`src/rtl/ps2_host_tx_if.sv`:
```
// ps2_host_tx_if: byte handshake plus the open-drain PS/2 clock/data line group
interface ps2_host_tx_if;
  logic [7:0] tx_data;
  logic       tx_valid;
  logic       tx_ready;
  logic       ps2_clk_in;
  logic       ps2_dat_in;
  logic       ps2_clk_oe;
  logic       ps2_dat_oe;
  modport master (
    output tx_data, tx_valid, ps2_clk_in, ps2_dat_in,
    input  tx_ready, ps2_clk_oe, ps2_dat_oe
  );
  modport slave (
    input  tx_data, tx_valid, ps2_clk_in, ps2_dat_in,
    output tx_ready, ps2_clk_oe, ps2_dat_oe
  );
endinterface

```
`src/rtl/ps2_host_tx.sv`:
```
// ps2_host_tx: host-to-device PS/2 command byte transmitter with device ACK check
module ps2_host_tx #(
  parameter int INHIBIT_CYCLES = 1500,
  parameter int TIMEOUT_CYCLES = 30000
) (
  input  logic             sys_clock,
  input  logic             reset_n,
  ps2_host_tx_if.slave     bus,
  output logic             busy,
  output logic             rx_inhibit,
  output logic             done,
  output logic             error
);
  typedef enum logic [2:0] {IDLE, INHIBIT, REQ, START, SHIFT, ACK, WAIT_RELEASE} state_t;
  localparam logic [15:0] INH_LAST = 16'(INHIBIT_CYCLES - 1);
  localparam logic [15:0] TMO_LAST = 16'(TIMEOUT_CYCLES - 1);
  state_t      state_q, state_d;
  logic [2:0]  clk_s_q, dat_s_q;
  logic [9:0]  shift_q, shift_d;
  logic [3:0]  bit_cnt_q, bit_cnt_d;
  logic [15:0] timer_q, timer_d;
  logic        clk_oe_q, clk_oe_d, dat_oe_q, dat_oe_d;
  logic        ready_q, ready_d, busy_q, busy_d, done_q, done_d, err_q, err_d;
  logic        fall, accept, timed, shift_ev;
  assign fall       = clk_s_q[2] & ~clk_s_q[1];
  assign accept     = bus.tx_valid & ready_q;
  assign timed      = state_q inside {START, SHIFT, ACK, WAIT_RELEASE};
  assign bus.tx_ready   = ready_q;
  assign bus.ps2_clk_oe = clk_oe_q;
  assign bus.ps2_dat_oe = dat_oe_q;
  assign busy       = busy_q;
  assign rx_inhibit = busy_q;
  assign done       = done_q;
  assign error      = err_q;
  // State, datapath and registered outputs; synchronizers idle high like the bus
  always_ff @(posedge sys_clock or negedge reset_n) begin
    if (!reset_n) begin
      state_q   <= IDLE;
      clk_s_q   <= '1;
      dat_s_q   <= '1;
      shift_q   <= '0;
      bit_cnt_q <= '0;
      timer_q   <= '0;
      clk_oe_q  <= 1'b0;
      dat_oe_q  <= 1'b0;
      ready_q   <= 1'b1;
      busy_q    <= 1'b0;
      done_q    <= 1'b0;
      err_q     <= 1'b0;
    end else begin
      state_q   <= state_d;
      clk_s_q   <= {clk_s_q[1:0], bus.ps2_clk_in};
      dat_s_q   <= {dat_s_q[1:0], bus.ps2_dat_in};
      shift_q   <= shift_d;
      bit_cnt_q <= bit_cnt_d;
      timer_q   <= timer_d;
      clk_oe_q  <= clk_oe_d;
      dat_oe_q  <= dat_oe_d;
      ready_q   <= ready_d;
      busy_q    <= busy_d;
      done_q    <= done_d;
      err_q     <= err_d;
    end
  end
  // Next state: frame sequencing, bit shifting on device clock falls, timeout abort
  always_comb begin
    state_d   = state_q;
    shift_d   = shift_q;
    bit_cnt_d = bit_cnt_q;
    done_d    = 1'b0;
    err_d     = 1'b0;
    shift_ev  = 1'b0;
    case (state_q)
      IDLE: if (accept) begin
        state_d   = INHIBIT;
        shift_d   = {1'b1, ~^bus.tx_data, bus.tx_data};
        bit_cnt_d = '0;
      end
      INHIBIT: state_d = (timer_q == INH_LAST) ? REQ : INHIBIT;
      REQ: state_d = START;
      START: if (fall) begin
        shift_ev = 1'b1;
        state_d  = SHIFT;
      end
      SHIFT: if (fall) begin
        shift_ev = 1'b1;
        state_d  = (bit_cnt_q == 4'd9) ? ACK : SHIFT;
      end
      ACK: if (fall) begin
        state_d = dat_s_q[1] ? IDLE : WAIT_RELEASE;
        err_d   = dat_s_q[1];
      end
      WAIT_RELEASE: if (&{clk_s_q[2:1], dat_s_q[2:1]}) begin
        state_d = IDLE;
        done_d  = 1'b1;
      end
      default: state_d = IDLE;
    endcase
    if (shift_ev) begin
      shift_d   = {1'b0, shift_q[9:1]};
      bit_cnt_d = bit_cnt_q + 4'd1;
    end
    if (timed && !fall && state_d == state_q && timer_q == TMO_LAST) begin
      state_d = IDLE;
      err_d   = 1'b1;
    end
    timer_d = (state_d != state_q || (timed && fall)) ? '0 :
              (state_q == IDLE || state_q == REQ) ? timer_q : timer_q + 16'd1;
  end
  // Outputs derived from the next state so every output is a flop
  always_comb begin
    clk_oe_d = state_d == INHIBIT || state_d == REQ;
    dat_oe_d = (state_d == REQ || state_d == START) ? 1'b1 :
               shift_ev ? ~shift_q[0] :
               (state_d == SHIFT) ? dat_oe_q : 1'b0;
    busy_d   = state_d != IDLE;
    ready_d  = state_d == IDLE && !done_d && !err_d;
  end
endmodule

```
`src/flat_wrapper.sv`:
```
// flat-port wrapper written by rule: the top's interface ports become plain ports
module ps2_host_tx_flat 
#(
  parameter int INHIBIT_CYCLES = 1500,
  parameter int TIMEOUT_CYCLES = 30000
)
  (sys_clock, reset_n, busy, rx_inhibit, done, error, bus_tx_data, bus_tx_valid, bus_ps2_clk_in, bus_ps2_dat_in, bus_tx_ready, bus_ps2_clk_oe, bus_ps2_dat_oe);
  ps2_host_tx_if bus_i ();
  input  logic sys_clock;
  input  logic reset_n;
  output logic busy;
  output logic rx_inhibit;
  output logic done;
  output logic error;
  input wire logic [$bits(bus_i.tx_data)-1:0] bus_tx_data;
  input wire logic [$bits(bus_i.tx_valid)-1:0] bus_tx_valid;
  input wire logic [$bits(bus_i.ps2_clk_in)-1:0] bus_ps2_clk_in;
  input wire logic [$bits(bus_i.ps2_dat_in)-1:0] bus_ps2_dat_in;
  output wire logic [$bits(bus_i.tx_ready)-1:0] bus_tx_ready;
  output wire logic [$bits(bus_i.ps2_clk_oe)-1:0] bus_ps2_clk_oe;
  output wire logic [$bits(bus_i.ps2_dat_oe)-1:0] bus_ps2_dat_oe;
  assign bus_i.tx_data = bus_tx_data;
  assign bus_i.tx_valid = bus_tx_valid;
  assign bus_i.ps2_clk_in = bus_ps2_clk_in;
  assign bus_i.ps2_dat_in = bus_ps2_dat_in;
  assign bus_tx_ready = bus_i.tx_ready;
  assign bus_ps2_clk_oe = bus_i.ps2_clk_oe;
  assign bus_ps2_dat_oe = bus_i.ps2_dat_oe;
  ps2_host_tx #(.INHIBIT_CYCLES(INHIBIT_CYCLES), .TIMEOUT_CYCLES(TIMEOUT_CYCLES)) u_core (.sys_clock(sys_clock), .reset_n(reset_n), .bus(bus_i), .busy(busy), .rx_inhibit(rx_inhibit), .done(done), .error(error));
endmodule
```
`config.mk`:
```
export PLATFORM = sky130hd
export DESIGN_NAME = ps2_host_tx_flat
export DESIGN_NICKNAME = d
export VERILOG_FILES = /design/src/rtl/ps2_host_tx_if.sv /design/src/rtl/ps2_host_tx.sv /design/src/flat_wrapper.sv
export SDC_FILE = /design/constraint.sdc
export NUM_CORES = 1
export LEC_CHECK = 0
export ABC_AREA = 1
export CAP_MARGIN = 20
export CORE_AREA = 2 2 77 79
export DETAILED_ROUTE_END_ITERATION = 8
export DIE_AREA = 0 0 79 81
export PLACE_DENSITY = 0.61
export SYNTH_ARGS = -nofsm -noshare
export SYNTH_HDL_FRONTEND = slang
export SYNTH_SLANG_ARGS = --single-unit
export TNS_END_PERCENT = 50
```
`constraint.sdc`:
```
create_clock -name sys_clock -period 3 [get_ports sys_clock]
set_clock_uncertainty 0.05 [all_clocks]
set_input_delay 0.3 -clock sys_clock [delete_from_list [all_inputs] [get_ports sys_clock]]
set_output_delay 0.3 -clock sys_clock [all_outputs]
set_load 0.05 [all_outputs]
```
After elaboration in Yosys (flattened, before gate mapping)
Cells that the tools add are included.
{ "totals": {"register_bits": 45, "inputBits": 13, "out_inout_bits": 7, "elab_cells": 86} }
{ "classes": {"n_addsub": 2, "eq_ne": 17, "muxes": 28, "n_bitwise": 4, "reduce_logical": 23} }
{ "ops": {"columns": ["cell", "count"], "rows": [
  ["16-bit two-way mux", 2],
  ["10-bit two-way mux", 3],
  ["3-bit two-way mux", 7],
  ["3-bit one-hot mux with 7 select lines", 1],
  ["16-bit by 1-bit adder with 16-bit output (second input constant)", 1],
  ["16-bit by 11-bit == test with 1-bit output (second input constant)", 1],
  ["16-bit by 15-bit == test with 1-bit output (second input constant)", 1],
  ["3-bit by 2-bit == test with 1-bit output (second input constant)", 4],
  ["3-bit == test (second input constant)", 4],
  ["4-bit two-way mux", 3],
  ["1-bit two-way mux", 11],
  ["8-bit XNOR reduction", 1],
  ["3-bit by 1-bit == test with 1-bit output (second input constant)", 2],
  ["1-bit logical AND", 6],
  ["3-bit zero test", 2],
  ["4-bit by 1-bit adder with 4-bit output (second input constant)", 1],
  ["4-bit == test (second input constant)", 1],
  ["1-bit logical OR", 4],
  ["4-bit AND reduction", 1],
  ["2-bit nonzero test", 2],
  ["4-bit nonzero test", 1],
  ["3-bit == test", 1],
  ["1-bit zero test", 3],
  ["3-bit by 1-bit != test with 1-bit output (second input constant)", 1],
  ["other kinds (8)", 10]
]} }

Depth between registers and ports, before layout
{ "logic_depth": {"depth_word": 12, "depth_mapped": 12} }

Least setup slack after synthesis
OpenSTA, ideal clock, no wires.
{ "synth_timing": {"kind": "register -> register", "start": "register u_core.clk_s_q[1]", "end": "register u_core.timer_q[7]", "setup_time_ns": 0.121, "t_arrival_ns": 1.564, "t_required_ns": 2.829, "setup_slack_ns": 1.265, "path_stages_with_launch": 13, "n_path_buf": 1, "cell_sequence": "dfstp_2 -> inv_1 -> nand2_1 -> nand2_1 -> nor2_1 -> nand3_1 -> nor2_1 -> nand2_2 -> nand2_2 -> nand2_2 -> nand3_4 -> buf_6 -> nor2_2"} }
{ "synth_via": {"elab_chain_len": 11, "word_cells_on_any_way": 19, "cone_classes": "3 x eq/ne; 7 x mux; 2 x bitwise; 7 x reduce/logical"} }
{ "synth_lines": {"columns": ["element", "line", "rtl"], "rows": [
  ["start: declaration", "ps2_host_tx.sv:18", "logic [2:0] clk_s_q, dat_s_q;"],
  ["start signal: assignment", "ps2_host_tx.sv:52", "clk_s_q <= {clk_s_q[1:0], bus.ps2_clk_in};"],
  ["1-bit NOT", "ps2_host_tx.sv:25", "assign fall = clk_s_q[2] & ~clk_s_q[1];"],
  ["1-bit bitwise AND", "ps2_host_tx.sv:25", null],
  ["3-bit two-way mux, on equally long branches", "ps2_host_tx.sv:89, ps2_host_tx.sv:81, ps2_host_tx.sv:85", null],
  ["3-bit one-hot mux with 7 select lines", "ps2_host_tx.sv:73", "case (state_q)"],
  ["3-bit == test", "ps2_host_tx.sv:103", "if (timed && !fall && state_d == state_q && timer_q == TMO_LAST) begin"],
  ["1-bit logical AND (2 in a row)", "ps2_host_tx.sv:103", null],
  ["3-bit two-way mux", "ps2_host_tx.sv:103", null],
  ["3-bit != test", "ps2_host_tx.sv:107", "timer_d = (state_d != state_q || (timed && fall)) ? '0 :"],
  ["1-bit logical OR (*)", "ps2_host_tx.sv:107", null],
  ["2-bit by 1-bit != test with 1-bit output (no line) or 16-bit two-way mux (tied branches)", null, null],
  ["end signal: assignment", "ps2_host_tx.sv:56", "timer_q <= timer_d;"],
  ["end: declaration", "ps2_host_tx.sv:21", "logic [15:0] timer_q, timer_d;"]
]} }
Mark *: on every way between the ends. The rest lies on a longest branch, timed or not.
A chain may end at the register's enable or synchronous reset.

Worst setup path in the final report
{ "layout_timing": {"start": "register u_core.clk_s_q[2]", "end": "register u_core.timer_q[11]"} }
{ "layout_via": {"elab_chain_len": 10, "word_cells_on_any_way": 18, "cone_classes": "3 x eq/ne; 7 x mux; 1 x bitwise; 7 x reduce/logical"} }
{ "layout_lines": {"columns": ["element", "line"], "rows": [
  ["4-bit AND reduction or 1-bit bitwise AND (tied branches)", "ps2_host_tx.sv:93, ps2_host_tx.sv:25"],
  ["3-bit two-way mux, on equally long branches", null],
  ["3-bit one-hot mux with 7 select lines", "ps2_host_tx.sv:73"],
  ["3-bit == test", "ps2_host_tx.sv:103"],
  ["1-bit logical AND (2 in a row)", "ps2_host_tx.sv:103"],
  ["3-bit two-way mux", "ps2_host_tx.sv:103"],
  ["3-bit != test", "ps2_host_tx.sv:107"],
  ["1-bit logical OR (*)", "ps2_host_tx.sv:107"],
  ["2-bit by 1-bit != test with 1-bit output (no line) or 16-bit two-way mux (tied branches)", null]
]} }
Marks and branches as above.

==> impl_metrics.tcl <==
set metrics [dict create \
    globalplace.congestion 0.830 \
    synth_compound_area_share_pct 6.20 \
    cts_resized 0 \
    dr.pass1.iters 4 \
    whs_ns 0.309 \
    synth_flop_cell "dfrtp_1" \
    synthSimpleGateAreaFrac_pct 29.6 \
    internal_power_uw 1120 \
    synth_area_per_cell_um2 8.40 \
    relSlewSlack_pct 66.5 \
    endpoint_kind "flop" \
    layout_commonest_cell "nand2_1" \
    crit_chain "nand2_1, nor2_1, nor2_1, nor2_2, nand3_1, nand2_2, nand2_2, nand2_2, nand3_4, nor2_1" \
    synth-seq-cells 45 \
    synthArstFlopShare_pct 100 \
    outcome "complete, no violations" \
    period_share_pct 67.8 \
    pin_count 20 \
    final_cell_mix "nand2_1 (60), dfrtp_1 (38), nor2_1 (36)" \
    synthXorXnorAreaFrac_pct 8.39 \
    required_ns 3.17 \
    p_seq_share_pct 48.6 \
    synthAdderAreaFrac_pct 1.56 \
    synth_edf_count 0 \
    cellPowerDensity_nw_per_um2 581 \
    fin_crit_ns 2.03 \
    io_buffers 19 \
    power.leakage_uw 0.00126 \
    worst_pin_slew_ns 0.503 \
    max_stage_delay_ns 0.54 \
    antenna_cells 0 \
    antenna_left 0 \
    die_h_um 81 \
    drv_slew 0 \
    arrival_ns 2.21 \
    post-layout-total-power_uw 1630 \
    ctsLongestPathBuffers 2 \
    syn_inst 286 \
    cts-buffers-inserted 5 \
    nets 327 \
    antenna_found_initial 0 \
    netlist.area_leader.share_pct 39.6 \
    die-area_um2 6400 \
    core_um2 5680 \
    synthMuxAreaShare_pct 0.417 \
    yosysTopAreaCell "dfrtp_1" \
    p_sw_uw 512 \
    fin_ws_ns 0.967 \
    synth_top_family_by_area "simple AND/OR/NAND/NOR gates" \
    yosysUniqueCellTypes 32 \
    cts_tree "built" \
    path_class "flop to flop" \
    switching_share_pct 31.4 \
    netlist_area_um2 2400 \
    track_usage_pct 15.8 \
    combPwrFrac_pct 23.3 \
    place_worst_setup_slack_ns 0.967 \
    wl_um 4540 \
    initial_utilization_pct 42.3 \
    p_clk_share_pct 28.1 \
    critPathLaunchType "flop" \
    netlist_top_cells_area "dfrtp_1 (40%), nand2_1 (9.4%), dfstp_2 (7.7%)" \
    drive_gt1_share_pct 14.1 \
    path_buf_inv 0 \
    routedWlPerCell_um 11.7 \
    dpl.hpwl_um 3370 \
    via_per_inst 4.78 \
    critPathSlowestCell "dfstp_2" \
    globalRoute.totalOverflow 0 \
    ir_drop_mv 0.296 \
    clock_latency_ns 0.30 \
    num_rows 28 \
    hold_violations 0 \
    clock-sinks 45 \
    drt_iter0_drc 102 \
    timing.fmax_mhz 492 \
    path_delay_family "simple AND/OR/NAND/NOR gates" \
    grt_pass1_wl_um 7850 \
    drc 0 \
    cts_setup_buffers 0 \
    hold_class "flop to flop" \
    cts_root_buf "clkbuf_8" \
    grt_pass1_vias 1675 \
    vias 1851 \
    synth-seq-area-share_pct 47.3 \
    die_w_um 79 \
    setup_viol 0 \
    critPathMaxFanout 16 \
    yosys_warnings 0 \
    grt_max_degree 46 \
    post-route-util_pct 49.4 \
    clk_pin_slew_ns 0.08 \
    cts-hold-fix-buffers 0 \
    syn_nets 302 \
    syn_to_final_growth_pct 16.9 \
    rsz0062_at_grt "false" \
    cts.htree.levels 2 \
    maxCapViolCount 0 \
    fin_tns_setup_ns 0 \
]
synthesized netlist by cell type (2+ instances only):
master / count
nand2_1: 60
dfrtp_1: 38
nor2_1: 36
inv_1: 28
nand3_1: 25
xor2_1: 15
nor2_2: 13
o21ai_0: 8
xnor2_1: 8
dfstp_2: 7
nor3_1: 5
o211ai_1: 5
inv_2: 4
ha_1: 3
nand2_2: 3
nand3_2: 3
nand4_1: 3
or2_1: 3
a21oi_1: 2
a21oi_2: 2
buf_4: 2
clkinv_1: 2
o22ai_1: 2
cells by family (layout without fill, tap and decap cells):
logic type | Yosys count | after routing
compound gates | 22 | 22
fa+ha+maj | 3 | 3
flops | 45 | 45
xor+xnor | 23 | 23
mux | 1 | 1
simple gates | 154 | 154
buf+inv | 38 | 64
registers in the layout, indices dropped and copies added (netlist names):
name and flops:
u_core.busy 1, u_core.bus.tx_ready 1, u_core.done 1, u_core.bit_cnt_q 4, u_core.shift_q 10, u_core.bus.ps2_dat_oe 1
u_core.error 1, u_core.clk_s_q 3, u_core.bus.ps2_clk_oe 1, u_core.state_q 3, u_core.dat_s_q 3, u_core.timer_q 16
power by group through the flow:
stage	Combinational, µW	Sequential [µW]	Clock [µW]
2_1_floorplan	259	811	0
3_3_place_gp	376	802	0
3_5_place_dp	381	800	0
4_1_cts	380	790	475
5_1_grt	426	805	499
6_report	380	792	458
layer usage:
| metal | part of all wire, % | global-route usage, % |
|---|---|---|
| met1 | 50 | 21.7 |
| met2 | 46 | 24.8 |
| met3 | 2.2 | 3.33 |
| met4 | 1.4 | 5.69 |
| met5 | 0 | 0 |
final timing paths:
check	startpoint	to	slack, ns	depth (start not counted)
max	u_core.clk_s_q[2]	u_core.timer_q[11]	0.97	10
min	u_core.dat_s_q[0]	u_core.dat_s_q[1]	0.31	0
max reg2reg	u_core.clk_s_q[2]	u_core.timer_q[11]	0.97	10
min reg2reg	u_core.dat_s_q[0]	u_core.dat_s_q[1]	0.31	0
max in group asynchronous	reset_n	u_core.dat_s_q[2]	1.88	3
min in group asynchronous	reset_n	u_core.timer_q[11]	0.45	2
per-stage QoR:
| step | instance area (µm²) | std cells |
|---|---|---|
| final | 2810 | 387 |
| after global placement | 2660 | 377 |
| after floorplan | 2400 | 286 |
| after detailed placement | 2660 | 377 |
| after CTS | 2770 | 385 |
| after global routing | 2810 | 387 |
area by class of cell:
type,instances,area [µm²]
clock inverters,2,38.8
inverters,34,128
flip-flops and latches,45,1130
well taps,75,93.8
multi-input cells,203,1110
fillers,551,2870
clock buffers,6,72.6
repair buffers,22,230
(Power assumes the default switching activity.)
